`src/rtl/averaging_pkg.sv`:
```
// Shared types and helpers for the sample-averaging datapath.
package averaging_pkg;

    // Sequencer states for one averaging window.
    typedef enum logic [2:0] {
        START = 3'd0,
        CLEAR = 3'd1,
        ADD   = 3'd2,
        SHOW  = 3'd3,
        DONE  = 3'd4
    } state_t;

    // Bits needed to hold values 0..n; never narrower than one bit.
    function automatic int cnt_width(input int n);
        int w;
        w = $clog2(n + 1);
        return (w < 1) ? 1 : w;
    endfunction

endpackage

```
`src/rtl/averaging_stimulus.sv`:
```
// One-shot strobe sequencer for an averaging adder: after every reset
// release it emits clear, then sample_count add cycles, then show, and
// parks in DONE until the next reset.
module averaging_stimulus
    import averaging_pkg::*;
#(
    parameter int sample_count = 9
) (
    input  logic clock,
    input  logic reset,
    output logic clear,
    output logic add,
    output logic show
);

    localparam int CNT_W = cnt_width(sample_count);
    typedef logic [CNT_W-1:0] cnt_t;
    localparam cnt_t CNT_LOAD = cnt_t'(sample_count - 1);
    localparam cnt_t CNT_ONE  = cnt_t'(1);

    generate
        if (sample_count < 1) begin : g_bad_count
            $fatal(1, "averaging_stimulus: sample_count must be >= 1");
        end
    endgenerate

    state_t state_q, state_d;
    cnt_t   cnt_q,   cnt_d;
    logic   clear_q, clear_d;
    logic   add_q,   add_d;
    logic   show_q,  show_d;

    // Next-state, counter and output decode. Outputs are decoded from the
    // next state so the strobe flops line up with the state they describe.
    always_comb begin
        state_d = state_q;
        cnt_d   = cnt_q;
        case (state_q)
            START: state_d = CLEAR;
            CLEAR: begin
                state_d = ADD;
                cnt_d   = CNT_LOAD;
            end
            ADD: begin
                if (cnt_q == '0) begin
                    state_d = SHOW;
                end else begin
                    cnt_d = cnt_q - CNT_ONE;
                end
            end
            SHOW:    state_d = DONE;
            DONE:    state_d = DONE;
            default: state_d = START;
        endcase
        clear_d = (state_d == CLEAR);
        add_d   = (state_d == ADD);
        show_d  = (state_d == SHOW);
    end

    // State, counter and strobe registers; reset aborts instantly.
    always_ff @(posedge clock or negedge reset) begin
        if (!reset) begin
            state_q <= START;
            cnt_q   <= '0;
            clear_q <= 1'b0;
            add_q   <= 1'b0;
            show_q  <= 1'b0;
        end else begin
            state_q <= state_d;
            cnt_q   <= cnt_d;
            clear_q <= clear_d;
            add_q   <= add_d;
            show_q  <= show_d;
        end
    end

    assign clear = clear_q;
    assign add   = add_q;
    assign show  = show_q;

endmodule

```
`config.mk`:
```
export PLATFORM = sky130hd
export DESIGN_NAME = averaging_stimulus
export DESIGN_NICKNAME = d
export VERILOG_FILES = /design/src/rtl/averaging_pkg.sv /design/src/rtl/averaging_stimulus.sv
export SDC_FILE = /design/constraint.sdc
export NUM_CORES = 1
export LEC_CHECK = 0
export CAP_MARGIN = 5
export CORE_AREA = 2 2 39 41
export CTS_CLUSTER_DIAMETER = 60
export DETAILED_ROUTE_END_ITERATION = 10
export DIE_AREA = 0 0 41 43
export PLACE_DENSITY = 0.57
export SYNTH_ARGS = -nofsm -noshare
export SYNTH_HDL_FRONTEND = slang
export SYNTH_SLANG_ARGS = --single-unit
export TNS_END_PERCENT = 5
```
`constraint.sdc`:
```
create_clock -name clock -period 1.4 [get_ports clock]
set_input_delay 0.21 -clock clock [delete_from_list [all_inputs] [get_ports clock]]
set_output_delay 0.21 -clock clock [all_outputs]
set_load 0.005 [all_outputs]
```
==> flow_summary_export.csv, run 1 <==
group,metric,value,unit
sta,min_period,1.40,ns
cts,cts_tree,"done",
synthesis,postSynthAreaPerCell,9.94,um^2
sta,setup_viol,2,
cells_and_area,area_delta_synth_final,40.5,%
synthesis,synth_top_area_share,49.4,%
detailed_routing,vias,428,
grt,grt_pass1_vias,439,
setup_path,startpoint,"state_q[0]",
synthesis,syn-cell-area,507,um^2
place,placed_area,643,um^2
floorplan,core,1380,um^2
setup_path,r2r_cells,4,
cells_and_area,utilization,51.4,%
cts,numClockSinks,10,
cts,clock_latency,0.27,ns
sta,fin_skew,0.00357,ns
sta,setup_ws,-0.00482,ns
floorplan,die_w,41,um
setup_path,cp_data_required_time,1.56,ns
synthesis,ys_top_cells_by_count,"10 x dfrtp_1, 7 x nand2_1, 6 x nor2_1, 3 x inv_1, 3 x o21ai_0",
setup_path,cp-end-kind,"flop",
cts,cts.path.max_buffers,2,
setup_path,slowest_stage,"or4_4",
synthesis,ys_warn_count,0,
pwr,pwr_density_cell,796,nW/um^2
pwr,ir_drop,0.000467,V
cts,cts_root_buf,"clkbuf_4",
run_status,outcome,"finished with violations",
grt,antenna_found_initial,0,
synthesis,synth.most_common_cell,"dfrtp_1",
setup_path,arrival,1.57,ns
floorplan,start_util,36.6,%
pwr,power.leakage,0.000332,uW
cells_and_area,drive_above_1_share,40.6,%
cts,numCtsBuffers,3,
cts,ctsHoldBuffers,0,
detailed_routing,post-route-drc-count,0,
setup_path,reg2reg_from,"state_q[0]",
grt,track_usage,16.5,%
detailed_routing,firstDrtPassIters,4,
detailed_routing,drt_iter0_drc,3,
synthesis,synth_top_cell_by_area,"dfrtp_1",
setup_path,slowest_delay,0.43,ns
floorplan,std_cell_rows,14,
setup_path,regToRegSetupSlack,-0.005,ns
setup_path,rr_endpoint,"cnt_q[3]",
floorplan,die_area,1760,um^2
cells_and_area,nets,74,
grt,grt_first_pass_wirelength,1860,um
place,dpl.hpwl,792,um
detailed_routing,drt-total-wl,1130,um
sta,rsz0062_at_grt,"true",
synthesis,synth.distinct_cells,24,
setup_path,path_max_fanout,2,
sta,period_share,100,%
cells_and_area,diodes,0,
synthesis,synth_seq_area_share,49.4,%
synthesis,synth-edff-count,0,
sta,max_freq,712,MHz
cts,h-tree-depth,1,
synthesis,synth-seq-cells,10,
sta,hold_viol_final,0,
grt,grt_overflow,0,
detailed_routing,ant_nets,0,
worst_hold_path,holdCritPathClass,"in2async",
cts,path_clk_slew,0.07,ns
synthesis,synth_nets,55,
detailed_routing,via_per_inst,5.04,
setup_path,crit_type,"reg2reg",
place,gp_congestion,0.742,
cells_and_area,fin_area,712,um^2
sta,tightest_slew,0.484,ns
setup_path,crit_path_cell_trace,"or2_4, or4_4, a21boi_2, o31ai_2",
sta,hold_slack,0.261,ns
run,max_cap_violations,0,
place,io_buffers,4,
sta,relSlewSlack,67.6,%
grt,grt_max_degree,11,
synthesis,netlist_instances,51,
synthesis,synthArstFlopShare,100,%
setup_path,worstSetupStartpointType,"flop",
run_status,violations,"setup timing",
synthesis,synth.top_cells.by_area,"dfrtp_1 49%, nand2_1 5.2%, ha_1 4.9%, nor2_1 4.4%, o21ai_0 3.0%",
synthesis,synthFlopType,"dfrtp_1",
floorplan,ioPinCount,5,
detailed_routing,wire_per_inst,13.3,um
sta,slew_viol_final,0,
floorplan,die_y,43,um
area by class of cell:
cell class	count	area, um^2
repair buffers	16	130
clock buffers	4	36.3
flip-flops and latches	10	250
inverters	3	11.3
well taps	16	20.0
multi-input cells	36	264
fillers	133	672
cell families (layout without fill, tap and decap cells):
family          count (synthesis)  after routing  share of synthesized area (%)
mux                             1              1                           2.22
xor+xnor                        1              1                           1.73
simple gates                   23             23                           23.5
compound gates                  9              9                           13.1
buf+inv                         5             23                           5.18
fa+ha+maj                       2              2                           4.94
flops                          10             10                           49.4
what timing repair did:
item | in CTS | in global routing
resized for setup | 0 | 9
endpoints found under the setup margin | 3 | 7
buffers inserted | 1 | 0
pin swaps | 0 | 5
cell usage in the layout (no fill, tap or decap), types with 2 or more instances in the layout:
cell,Yosys,layout
buf_4,0,12
clkbuf_4,0,3
clkdlybuf4s50_1,0,4
dfrtp_1,10,10
ha_1,2,2
inv_2,0,2
nand2_1,7,6
nor2_1,6,6
o21ai_0,3,2
metrics by stage:
stage	power (uW)	setup TNS [ns]	setup slack [ns]	instances
finish	567	-0.00598	-0.00482	85
global route	589	-0.260	-0.0638	85
CTS	573	-0.0280	-0.0115	85
detailed placement	303	-0.00608	-0.00608	80
global placement	303	0	0.0137	80
floorplan	294	-0.0895	-0.0857	51
worst max path at each step:
| stage | to | slack (ns) | cells after the start |
|---|---|---|---|
| after floorplan | cnt_q[3] | -0.09 | 5 |
| after global placement | cnt_q[0] | 0.01 | 6 |
| after detailed placement | cnt_q[3] | -0.006 | 4 |
| after CTS | cnt_q[3] | -0.01 | 4 |
| after global routing | cnt_q[3] | -0.06 | 4 |
| final | cnt_q[3] | -0.005 | 4 |
metal layers:
metal / global-route usage (%) / vias up / wire length, um
met5: 0 / - / 0
met4: 10.0 / 0 / 31
met3: 3.14 / 4 / 27
met2: 24.7 / 7 / 562
met1: 20.8 / 208 / 507
li1: - / 209 / -
worst max-delay path, delay by kind of cell (launching register included):
kind | cells | cell delay [ns]
AND/OR/NAND/NOR | 2 | 0.68
AO/OA/AOI/OAI | 2 | 0.22
flip-flops | 1 | 0.39
registers in the layout (all words and copies together) (netlist names):
name,cells
add,1
clear,1
cnt_q,4
show,1
state_q,3
power breakdown:
part | internal [uW] | switching, uW
combinational | 2.45 | 5.80
sequential | 289 | 0
clock | 158 | 112
total | 449 | 117
Power figures use the tool's default switching activity.
==> run 2, diff against run 1 <==
Settings changed: CTS_CLUSTER_SIZE set to 16.
==> results of run 2 <==
The final DEF is identical to that of run 1; final timing and power are the same.
==> run 3, diff against run 2 <==
Settings changed: CTS_CLUSTER_DIAMETER 60 to 150.
==> results of run 3 <==
The final DEF is identical to that of run 1; final timing and power are the same.
